===== src/rtl/mem_stage_pkg.sv =====
// Shared encodings for the MEM-stage controller: branch condition codes,
// flag bit positions and the memory-access FSM states.
package mem_stage_pkg;

  localparam logic [2:0] BR_NEQ  = 3'b000;
  localparam logic [2:0] BR_EQ   = 3'b001;
  localparam logic [2:0] BR_GT   = 3'b010;
  localparam logic [2:0] BR_LT   = 3'b011;
  localparam logic [2:0] BR_GTE  = 3'b100;
  localparam logic [2:0] BR_LTE  = 3'b101;
  localparam logic [2:0] BR_OVFL = 3'b110;
  localparam logic [2:0] BR_UNC  = 3'b111;

  localparam int FLAG_OV = 2;
  localparam int FLAG_ZR = 1;
  localparam int FLAG_NE = 0;

  typedef enum logic [1:0] {
    ST_IDLE = 2'd0,
    ST_REQ  = 2'd1,
    ST_WAIT = 2'd2,
    ST_DONE = 2'd3
  } state_e;

  function automatic logic branch_cond(input logic [2:0] op, input logic [2:0] flags);
    logic ov, zr, ne;
    ov = flags[FLAG_OV];
    zr = flags[FLAG_ZR];
    ne = flags[FLAG_NE];
    case (op)
      BR_NEQ:  return ~zr;
      BR_EQ:   return zr;
      BR_GT:   return ~(zr | ne);
      BR_LT:   return ne;
      BR_GTE:  return ~ne;
      BR_LTE:  return ne | zr;
      BR_OVFL: return ov;
      default: return 1'b1;
    endcase
  endfunction

endpackage


===== src/rtl/mem_stage_ctrl_branch_resolve.sv =====
// Combinational branch/jump resolution for the instruction in MEM.
// Redirect target priority: jal, then jr, then conditional branch.
module branch_resolve
  import mem_stage_pkg::*;
#(
  parameter int ADDR_W = 16
) (
  input  logic [2:0]        branch_op,
  input  logic [2:0]        flags,
  input  logic              b,
  input  logic              jal,
  input  logic              jr,
  input  logic [ADDR_W-1:0] jal_result,
  input  logic [ADDR_W-1:0] jr_result,
  input  logic [ADDR_W-1:0] branch_result,
  output logic              branch_raw,
  output logic [ADDR_W-1:0] branch_addr
);

  logic w_cond;

  assign w_cond     = branch_cond(branch_op, flags);
  assign branch_raw = jal | jr | (b & w_cond);

  always_comb begin
    if (jal)     branch_addr = jal_result;
    else if (jr) branch_addr = jr_result;
    else         branch_addr = branch_result;
  end

endmodule


===== src/rtl/mem_stage_ctrl.sv =====
// MEM-stage controller: req/gnt/rvalid data-memory handshake with pipeline
// stall, access timeout, and writeback/flag/branch qualification.
module mem_stage_ctrl
  import mem_stage_pkg::*;
#(
  parameter int DATA_W      = 16,
  parameter int ADDR_W      = 16,
  parameter int TIMEOUT_CYC = 64
) (
  input  logic              clk,
  input  logic              rst,
  input  logic              flush,
  input  logic              in_valid,
  input  logic              mem_re,
  input  logic              mem_we,
  input  logic              reg_we,
  input  logic              addz,
  input  logic              b,
  input  logic              jal,
  input  logic              jr,
  input  logic [2:0]        flags,
  input  logic [2:0]        flag_en_in,
  input  logic [2:0]        branch_op,
  input  logic [ADDR_W-1:0] mem_addr,
  input  logic [DATA_W-1:0] wrt_data,
  input  logic [ADDR_W-1:0] jal_result,
  input  logic [ADDR_W-1:0] jr_result,
  input  logic [ADDR_W-1:0] branch_result,
  output logic              stall,
  output logic [DATA_W-1:0] mem_data,
  output logic              reg_write_enable,
  output logic [2:0]        flag_en_out,
  output logic              branch,
  output logic [ADDR_W-1:0] branch_addr,
  output logic              timeout_err,
  output logic              dm_req,
  output logic              dm_we,
  output logic [ADDR_W-1:0] dm_addr,
  output logic [DATA_W-1:0] dm_wdata,
  input  logic              dm_gnt,
  input  logic              dm_rvalid,
  input  logic [DATA_W-1:0] dm_rdata
);

  localparam int CNT_W = (TIMEOUT_CYC > 1) ? $clog2(TIMEOUT_CYC + 1) : 1;

  state_e           r_state, w_state_nxt;
  logic [CNT_W-1:0] r_tmo_cnt;
  logic             r_discard;
  logic             r_tmo_done;
  logic             w_new_op, w_busy, w_in_req, w_in_wait;
  logic             w_tmo_hit, w_tmo_abort, w_load_cap, w_qual, w_br_raw;

  assign w_in_req  = (r_state == ST_REQ);
  assign w_in_wait = (r_state == ST_WAIT);
  assign w_busy    = w_in_req | w_in_wait;

  // The instruction aborted by a timeout is still held in EX/MEM for one cycle;
  // r_tmo_done lets it retire instead of being reissued.
  assign w_new_op = in_valid & (mem_re | mem_we) & ~flush & ~r_tmo_done;

  // A grant or read response in the final cycle wins over the timeout.
  assign w_tmo_hit   = (TIMEOUT_CYC != 0) && w_busy && (r_tmo_cnt == CNT_W'(TIMEOUT_CYC - 1));
  assign w_tmo_abort = w_tmo_hit & ((w_in_req & ~dm_gnt) | (w_in_wait & ~dm_rvalid));
  assign w_load_cap  = w_in_wait & dm_rvalid & ~r_discard & ~flush;

  // NOTE: every always_comb output gets a default first so no path infers a latch.
  always_comb begin
    w_state_nxt = r_state;
    case (r_state)
      ST_IDLE: if (w_new_op) w_state_nxt = ST_REQ;
      ST_REQ: begin
        if (dm_gnt)                     w_state_nxt = mem_we ? ST_DONE : ST_WAIT;
        else if (flush || w_tmo_abort)  w_state_nxt = ST_IDLE;
      end
      ST_WAIT: begin
        if (dm_rvalid)        w_state_nxt = (r_discard || flush) ? ST_IDLE : ST_DONE;
        else if (w_tmo_abort) w_state_nxt = ST_IDLE;
      end
      default: w_state_nxt = ST_IDLE;
    endcase
  end

  // NOTE: sequential state uses non-blocking assignments so every register
  // samples pre-edge values regardless of statement order.
  always_ff @(posedge clk or posedge rst) begin
    if (rst) begin
      r_state     <= ST_IDLE;
      r_tmo_cnt   <= '0;
      r_discard   <= 1'b0;
      r_tmo_done  <= 1'b0;
      timeout_err <= 1'b0;
      mem_data    <= '0;
    end else begin
      r_state    <= w_state_nxt;
      r_tmo_cnt  <= w_busy ? r_tmo_cnt + 1'b1 : '0;
      r_tmo_done <= w_tmo_abort;
      if (w_tmo_abort) timeout_err <= 1'b1;
      if (w_load_cap)  mem_data    <= dm_rdata;
      // Read data still owed by memory after a flush must be swallowed.
      if (w_state_nxt != ST_WAIT)
        r_discard <= 1'b0;
      else if (flush && ((w_in_req && dm_gnt) || w_in_wait))
        r_discard <= 1'b1;
    end
  end

  assign stall    = ((r_state == ST_IDLE) & w_new_op) | w_busy;
  assign dm_req   = w_in_req;
  assign dm_we    = mem_we;
  assign dm_addr  = mem_addr;
  assign dm_wdata = wrt_data;

  assign w_qual           = in_valid & ~flush & ~stall;
  assign reg_write_enable = w_qual & (reg_we | (addz & flags[FLAG_ZR]));
  assign flag_en_out      = (~addz | flags[FLAG_ZR]) ? flag_en_in : 3'b000;
  assign branch           = w_qual & w_br_raw;

  branch_resolve #(
    .ADDR_W (ADDR_W)
  ) u_branch_resolve (
    .branch_op     (branch_op),
    .flags         (flags),
    .b             (b),
    .jal           (jal),
    .jr            (jr),
    .jal_result    (jal_result),
    .jr_result     (jr_result),
    .branch_result (branch_result),
    .branch_raw    (w_br_raw),
    .branch_addr   (branch_addr)
  );

endmodule


===== config.mk =====
export PLATFORM = sky130hd
export DESIGN_NAME = mem_stage_ctrl
export DESIGN_NICKNAME = d
export VERILOG_FILES = /design/src/rtl/mem_stage_pkg.sv /design/src/rtl/mem_stage_ctrl_branch_resolve.sv /design/src/rtl/mem_stage_ctrl.sv
export SDC_FILE = /design/constraint.sdc
export NUM_CORES = 1
export LEC_CHECK = 0
export BUFFER_PORTS_ARGS = -buffer_cell sky130_fd_sc_hd__buf_2
export CAP_MARGIN = 40
export CORE_ASPECT_RATIO = 0.8
export CORE_MARGIN = 2
export CORE_UTILIZATION = 37
export DETAILED_ROUTE_END_ITERATION = 16
export GPL_TIMING_DRIVEN = 0
export PLACE_DENSITY = 0.83
export REMOVE_ABC_BUFFERS = 1
export SYNTH_ARGS = -nofsm -noshare
export SYNTH_HDL_FRONTEND = slang
export SYNTH_SLANG_ARGS = --single-unit

===== constraint.sdc =====
create_clock -name clk -period 2.3 [get_ports clk]
set_input_delay 0.115 -clock clk [delete_from_list [all_inputs] [get_ports clk]]
set_output_delay 0.115 -clock clk [all_outputs]
set_load 0.01 [all_outputs]

# Word level (Yosys, flattened, before mapping)
# Cells that the tools add are included.
[word_totals]
ff_bits = 28
in_bits = 118
out_inout_bits = 73
word_cells = 76
[op_classes]
addsub = 1
n_eq_ne = 10
muxes = 15
bitwise_logic = 35
n_reduce_logical = 9
[op_table]
columns = ["cell", "n"]
rows = [
  ["$mux W16", 2],
  ["$and A1 B1 Y1", 16],
  ["$mux W2", 6],
  ["$not A1 Y1", 10],
  ["$eq A3 B3 Y1 const B", 3],
  ["$or A1 B1 Y1", 9],
  ["$add A7 B1 Y7 const B", 1],
  ["$eq A7 B6 Y1 const B", 1],
  ["$mux W7", 1],
  ["$pmux W1 S7", 1],
  ["$eq A3 B2 Y1 const B", 2],
  ["$pmux W2 S3", 1],
  ["$eq A3 B1 Y1 const B", 1],
  ["$logic_and A1 B1 Y1", 3],
  ["$logic_not A3 Y1", 1],
  ["$logic_or A1 B1 Y1", 3],
  ["$mux W1", 3],
  ["$mux W3", 1],
  ["$eq A2 B1 Y1 const B", 1],
  ["$eq A2 B2 Y1 const B", 1],
  ["$logic_not A2 Y1", 1],
  ["$ne A2 B2 Y1 const B", 1],
  ["$reduce_bool A2 Y1", 1],
]

# Logic depth before layout (Yosys ltp)
# Gate-level depths: netlist of run 1.
[logic_depth]
word_depth = 10
depth_mapped = 7

# Modules after synthesis
# A second synthesis of run 1 with hierarchy kept.
[unflattened]
hier_cells = 203
area_unflattened_um2 = 1988.2
[modules_own_cells]
columns = ["module", "n_inst", "cells_each", "area_each_um2", "seq_area_each_um2"]
rows = [
  ["mem_stage_ctrl", 1, 140, 1576.5, 700.7],
  ["branch_resolve", 1, 63, 411.6, 0.0],
]

# Least setup slack after synthesis of run 1
# Ideal clock, no wire load.
[synth_path]
path_kind = "reg-to-reg"
start = "register r_state[0]"
end = "register r_discard"
t_arrival_ps = 1674
slack_ps = 557
stages_incl_launch_ff = 8
path_buffers = 1
period_less_slack_ps = 1743
path_cell_list = "dfrtp_1 inv_1 ha_1 and4bb_1 buf_6 a31o_1 a2111oi_2 and4b_1"
[synth_via]
elab_chain_cells = 10
elab_cells_between_ends = 22
[synth_rtl]
columns = ["element", "line", "rtl"]
rows = [
  ["start, declared", "mem_stage_ctrl.sv:47", "state_e r_state, w_state_nxt;"],
  ["start signal, assigned", "mem_stage_ctrl.sv:95", "r_state <= w_state_nxt;"],
  ["$eq A2 B1 Y1 / $eq A2 B2 Y1 (equally long branches)", "mem_stage_ctrl.sv:54, mem_stage_ctrl.sv:70, mem_stage_ctrl.sv:55", ""],
  ["$and A1 B1 Y1 / $or A1 B1 Y1 (equally long branches)", "mem_stage_ctrl.sv:64, mem_stage_ctrl.sv:56", ""],
  ["$or A1 B1 Y1 / $logic_and A1 B1 Y1 (equally long branches)", "mem_stage_ctrl.sv:64, mem_stage_ctrl.sv:63", ""],
  ["$and A1 B1 Y1", "mem_stage_ctrl.sv:64", "assign w_tmo_abort = w_tmo_hit & ((w_in_req & ~dm_gnt) | (w_in_wait & ~dm_rvalid));"],
  ["$logic_or A1 B1 Y1", "mem_stage_ctrl.sv:74", "else if (flush || w_tmo_abort) w_state_nxt = ST_IDLE;"],
  ["$mux W2", "mem_stage_ctrl.sv:74", ""],
  ["$mux W2", "mem_stage_ctrl.sv:73", "if (dm_gnt) w_state_nxt = mem_we ? ST_DONE : ST_WAIT;"],
  ["$pmux W2 S3", "mem_stage_ctrl.sv:70", "case (r_state)"],
  ["$ne A2 B2 Y1", "mem_stage_ctrl.sv:101", "if (w_state_nxt != ST_WAIT)"],
  ["$mux W1 / $reduce_bool A2 Y1 (equally long branches)", "-", ""],
  ["end signal, assigned", "mem_stage_ctrl.sv:90", "r_discard <= 1'b0;"],
  ["end signal, assigned", "mem_stage_ctrl.sv:102", "r_discard <= 1'b0;"],
  ["end signal, assigned", "mem_stage_ctrl.sv:104", "r_discard <= 1'b1;"],
  ["end, declared", "mem_stage_ctrl.sv:49", "logic r_discard;"],
]
# Parallel ways exist; a longest one is shown, timed or not.
# A chain may end at the register's enable or synchronous reset.

# Final worst setup path of run 1
[layout_path]
start = "register r_state[0]"
end = "output branch"
[layout_via]
elab_chain_cells = 6
elab_cells_between_ends = 9
[layout_rtl]
columns = ["element", "line", "rtl"]
rows = [
  ["$eq A2 B1 Y1 (tied with other cells)", "mem_stage_ctrl.sv:54", "assign w_in_req = (r_state == ST_REQ);"],
  ["$or A1 B1 Y1 / $and A1 B1 Y1 (equally long branches)", "mem_stage_ctrl.sv:56, mem_stage_ctrl.sv:108", ""],
  ["$or A1 B1 Y1 *", "mem_stage_ctrl.sv:108", "assign stall = ((r_state == ST_IDLE) & w_new_op) | w_busy;"],
  ["$not A1 Y1 *", "mem_stage_ctrl.sv:114", "assign w_qual = in_valid & ~flush & ~stall;"],
  ["$and A1 B1 Y1 *", "mem_stage_ctrl.sv:114", ""],
  ["$and A1 B1 Y1 *", "mem_stage_ctrl.sv:117", "assign branch = w_qual & w_br_raw;"],
  ["end, declared", "mem_stage_ctrl.sv:33", "output logic branch,"],
]
# Every way passes the cells marked *; elsewhere a longest branch is shown, timed or not.

==> impl_metrics.ini, run 1 <==
[power]
switchingPower_uw = 695.6
clock_power_share_pct = 18.7
peakVddDrop_uv = 566.5
p_int_mw = 1.355
combPwrFrac_pct = 43.7
power_density_nw_per_um2 = 824.8
seqPwrFrac_pct = 37.6
p_leak_nw = 1.327
netSwitchingFraction_pct = 33.92

[logic_synthesis]
synthCells = 202
synth_simple_gate_area_share_pct = 13.99
synth_compound_gate_area_share_pct = 11.83
syn_area_sq_um = 1967
ys_warn_count = 0
synth_seq_cells = 28
yosysSeqAreaShare_pct = 35.62
synthXorXnorAreaFrac_pct = 1.336
ys_async_sr_fraction_pct = 100.0
synthAdderAreaFrac_pct = 3.181
yosysUniqueCellTypes = 39
muxShareOfSynthArea_pct = 18.38
yosys_most_used_dff = dfrtp_1
post_synth.cell_area_avg_sq_um = 9.737
synth_edf_count = 0
synth_top_family_by_area = multiplexers

[die]
die_w_um = 85.52
dieArea_sq_um = 5919
die_h_um = 69.22
rows = 23
coreArea_sq_um = 5065
io_pins = 191
floorplan.initialDensity_pct = 38.83

[layout]
synthToLayoutAreaGrowth_pct = 26.40
nets = 418
drive_above_1_share_pct = 52.04
n_antenna_cell = 0

[drt]
first_iter_violations = 48
drt-total-wl_mm = 8.038
via_per_inst = 5.098
wl_per_cell_um = 22.58
ant_nets = 0
drt_pre_antenna_iters = 4
remaining_drc_errors = 0
via_count = 1815

[clocking]
cts-buffers-inserted = 3
htreeDepth = 1
clock_sinks = 28
clockBufferDepth = 2
cts.reportedPaths.clkPinSlew_ns = 0.09
clock_latency_ns = 0.27
cts_tree = done
cts-root-buf = clkbuf_8

[status]
outcome = completed

[worst_setup_path]
crit_path_start_kind = flop
reg2reg_slack_ns = 0.25
required_ns = 2.18
cp.arrival_ns = 1.94
crit_type = reg -> out
cp_max_fo = 9
cp-end-kind = output pin

[placed_design]
dp_slack_ns = 0.08219
routabilityCongestion = 0.8770
port_buffers = 126
dp_hpwl_mm = 7.174

[timing]
finalClockSkew_ns = 0.002121
finalSetupViolCount = 0
setup_slack_ns = 0.2419
period_share_pct = 89.48
setup_tns_ns = 0
period_needed_ns = 2.058
relSlewSlack_pct = 62.72
rsz0062_at_grt = no
slew_violations = 0
tightest_slew_ns = 0.5586
fmax_mhz = 485.9
hold_viol = 0

[global_route]
grt_pass1_wl_mm = 11.08
grt_max_degree = 34
overflow = 0
grt_use_total_pct = 26.28
antenna_found_initial = 0
grt_pass1_vias = 1690

[run]
maxCapViolations = 0

[hold_path]
hp-class = in -> reg
-- power groups by stage --
stage	combinational, mW	clock, mW	sequential [mW]
2_1_floorplan	0.452	0	0.840
3_3_place_gp	0.867	0	0.772
3_5_place_dp	0.901	0	0.775
4_1_cts	0.904	0.391	0.771
5_1_grt	0.988	0.415	0.794
6_report	0.897	0.383	0.770
-- state kept, by name, indices dropped and copies added (netlist names) --
name,cells
mem_data,16
r_tmo_cnt,7
r_state,2
r_discard,1
r_tmo_done,1
timeout_err,1
-- placed cells by master, fill, tap and decap left out, types with 3 or more instances in the layout --
| cell | count |
|---|---|
| nor2_1 | 3 |
| clkbuf_8 | 3 |
| and2_1 | 8 |
| buf_2 | 126 |
| nand2b_1 | 7 |
| a21oi_1 | 3 |
| mux2_2 | 16 |
| o21ai_0 | 19 |
| dfrtp_1 | 28 |
| nand3_1 | 3 |
| a211oi_1 | 3 |
| mux2i_1 | 17 |
| ha_1 | 5 |
| nand2_1 | 19 |
| inv_1 | 5 |
-- synthesized netlist by cell type (2+ instances only) --
cell type	instances	share of area, %
a211oi_1	3	1.1
a21boi_0	2	0.76
a21oi_1	3	0.76
and2_1	8	2.5
buf_2	3	0.76
buf_4	33	13
clkbuf_1	3	0.57
dfrtp_1	28	36
ha_1	5	3.2
inv_1	5	0.95
mux2_2	16	9.2
mux2i_1	17	8.7
nand2_1	19	3.6
nand2b_1	7	2.2
nand3_1	3	0.76
nor2_1	3	0.57
nor2b_1	2	0.64
o21ai_0	19	4.8
or3_1	2	0.64
xnor2_1	2	0.89
-- repair_timing --
action	4_1_cts	5_1_grt
hold endpoints to repair	13	0
hold buffers	1	0
setup buffers	0	0
setup endpoints to repair	0	1
gates resized for setup	0	1
-- worst max-delay path: stages, from the launching register on --
cell and delay (ns):
dfrtp_1 0.47, inv_1 0.09, ha_1 0.42, or2_2 0.36
a211oi_1 0.16, buf_2 0.16
-- cell families after synthesis --
logic type      Yosys count
simple gates             50
buf+inv                  46
compound gates           36
mux                      34
flops                    28
fa+ha+maj                 5
xor+xnor                  3
-- per-layer routing --
| layer | routed length, um | track usage, % |
|---|---|---|
| met1 | 2169 | 21.13 |
| met2 | 3844 | 44.44 |
| met3 | 1930 | 28.93 |
| met4 | 93 | 2.646 |
| met5 | 0 | 0 |
-- final cells by class --
cell class              instances  area (sq um)
fillers                       503          2579
multi-input cells             128         958.4
flip-flops and latches         28         700.7
repair buffers                128         655.6
well taps                      62         77.57
clock buffers                   3         41.29
clock inverters                 1         30.03
inverters                       6         22.52
-- through the flow --
step / cell area (sq um) / hold WS [ns] / std cells / power, mW / utilization (%)
after floorplan: 1682 / 0.1804 / 162 / 1.292 / -
after global placement: 2390 / 0.2301 / 350 / 1.639 / 47.18
after detailed placement: 2405 / 0.1941 / 351 / 1.676 / 47.48
after CTS: 2486 / 0.06292 / 356 / 2.066 / 49.09
after global routing: 2486 / 0.06444 / 356 / 2.197 / 49.09
final: 2486 / 0.06727 / 356 / 2.050 / 49.09
-- final timing paths --
path,from,to,cells past startpoint
setup / recovery,r_state[0]$_DFF_PP0_,branch,5
hold / removal,dm_rdata[2],mem_data[2]$_DFFE_PP0P_,2
setup reg to reg,r_state[0]$_DFF_PP0_,r_discard$_DFFE_PP0P_,6
hold reg to reg,timeout_err$_DFFE_PP0P_,timeout_err$_DFFE_PP0P_,1
max in group asynchronous,rst,r_tmo_cnt[0]$_DFF_PP0_,4
min in group asynchronous,rst,mem_data[5]$_DFFE_PP0P_,3
(Power assumes the default switching activity.)
==> run 2: changes to the inputs <==
Settings changed: BUFFER_PORTS_ARGS -buffer_cell sky130_fd_sc_hd__buf_2 to -buffer_cell sky130_fd_sc_hd__clkbuf_2.
==> run 2 against run 1 <==
Critical endpoint is now r_discard$_DFFE_PP0P_. Core utilization is the same. Combinational power grew 0.6%. Register-to-register slack lost 0.05 ns. Die area is the same. Sequential power grew 0.8%. Sequential share of layout area is the same. Highest routed layer unchanged. Total power grew 1.0%. Maximum frequency shrank 1.8%. Critical path depth grew 1. Largest power group unchanged.
==> impl_metrics.ini, run 2 (same netlist as run 1, synthesis figures left out) <==
[status]
outcome = completed

[power]
peakVddDrop_uv = 677.0
p_leak_nw = 1.344
power_density_nw_per_um2 = 833.0

[clocking]
cts-root-buf = clkbuf_8
clock_latency_ns = 0.28
cts_setup_buffers = 0
clock_sinks = 28
cts-buffers-inserted = 3
htreeDepth = 1
cts_tree = done
clockBufferDepth = 2
cts.reportedPaths.clkPinSlew_ns = 0.10

[timing]
period_share_pct = 91.10
tightest_slew_ns = 0.5750
rsz0062_at_grt = no
hold_viol = 0
finalClockSkew_ns = 0.005692
period_needed_ns = 2.095
fmax_mhz = 477.2
relSlewSlack_pct = 61.62
finalSetupViolCount = 0
slew_violations = 0
setup_tns_ns = 0

[layout]
max_flop_register = mem_data
synthToLayoutAreaGrowth_pct = 26.40
fin_area_sq_um = 2486
largest_register_ff_count = 16
n_antenna_cell = 0
drive_above_1_share_pct = 52.04
nets = 418
final_cell_mix = 126 x clkbuf_2, 28 x dfrtp_1, 19 x nand2_1, 19 x o21ai_0, 17 x mux2i_1
final_common_cell = clkbuf_2
largestRegisters = mem_data x16, r_tmo_cnt x7, r_state x2

[drt]
wl_per_cell_um = 22.96
drt_pre_antenna_iters = 4
via_per_inst = 5.149
drt-total-wl_mm = 8.175
remaining_drc_errors = 0
ant_nets = 0
via_count = 1833
first_iter_violations = 67

[placed_design]
port_buffers = 126
routabilityCongestion = 0.8780
placed_cell_area_sq_um = 2405
dp_hpwl_mm = 7.307

[worst_setup_path]
cp-end-kind = flop
crit_type = reg -> reg
cp_max_fo = 18
required_ns = 2.51
cp.arrival_ns = 2.31
crit_path_start_kind = flop

[die]
io_pins = 191
floorplan.initialDensity_pct = 38.83
dieArea_sq_um = 5919
rows = 23
die_h_um = 69.22
coreArea_sq_um = 5065
die_w_um = 85.52

[global_route]
overflow = 0
grt_max_degree = 34
antenna_found_initial = 0
grt_pass1_wl_mm = 11.45
grt_pass1_vias = 1767
grt_use_total_pct = 27.14

[hold_path]
hp-class = in -> reg

[run]
maxCapViolations = 0
-- run 2: changes by cell type in the layout (fill, tap and decap cells not counted) --
| cell | previous run | this run |
|---|---|---|
| clkbuf_2 | 0 | 126 |
| buf_2 | 126 | 0 |
-- run 2: timing repair --
action                                  CTS  global route
resized for setup                         0             1
hold buffers                              1             0
endpoints found under the setup margin    0             1
endpoints found under the hold margin    13             0
-- run 2: where the power goes --
part	internal [mW]	switching (mW)	leakage, nW	total, mW
clock network	0.233	0.160	0.0357	0.394
registers	0.666	0.109	0.357	0.776
logic	0.453	0.449	0.952	0.902
-- run 2: per-layer routing --
layer	share of wire [%]	vias up	GRT usage (%)	wire length (um)
li1	-	854	-	-
met1	27	824	21.82	2220
met2	47	145	45.23	3868
met3	23	10	28.69	1887
met4	2.4	0	5.820	197
met5	0	-	0	0
-- run 2: stage by stage --
stage / utilization, % / hold slack, ns / std cells / setup WS, ns / power (mW)
after floorplan: - / 0.1804 / 162 / 0.4176 / 1.292
final: 49.09 / 0.05857 / 356 / 0.2046 / 2.071
after CTS: 49.09 / 0.05399 / 356 / 0.08298 / 2.087
after global placement: 47.18 / 0.2301 / 350 / 0.1495 / 1.643
after detailed placement: 47.48 / 0.1744 / 351 / 0.1087 / 1.688
after global routing: 49.09 / 0.05476 / 356 / 0.03537 / 2.215
-- run 2: final timing paths --
kind	cells past startpoint	endpoint	start	slack, ns
setup reg to reg	6	r_discard$_DFFE_PP0P_	r_state[0]$_DFF_PP0_	0.20
max in group asynchronous	4	r_tmo_done$_DFF_PP0_	rst	1.36
setup / recovery	6	r_discard$_DFFE_PP0P_	r_state[0]$_DFF_PP0_	0.20
hold / removal	2	mem_data[13]$_DFFE_PP0P_	dm_rdata[13]	0.06
min in group asynchronous	3	mem_data[5]$_DFFE_PP0P_	rst	0.43
hold reg to reg	1	timeout_err$_DFFE_PP0P_	timeout_err$_DFFE_PP0P_	0.47
-- run 2: critical path, stage by stage (launching register included) --
cell and delay [ns]:
dfrtp_1 0.48, inv_1 0.10, ha_1 0.24, and4bb_2 0.40
a31o_1 0.28, a2111oi_2 0.28, and4b_1 0.25
-- run 2: final cells by class --
class                   instances  area [sq um]
clock buffers                   3         41.29
clock inverters                 1         30.03
fillers                       488          2579
inverters                       6         22.52
multi-input cells             128         958.4
flip-flops and latches         28         700.7
well taps                      62         77.57
repair buffers                128         655.6
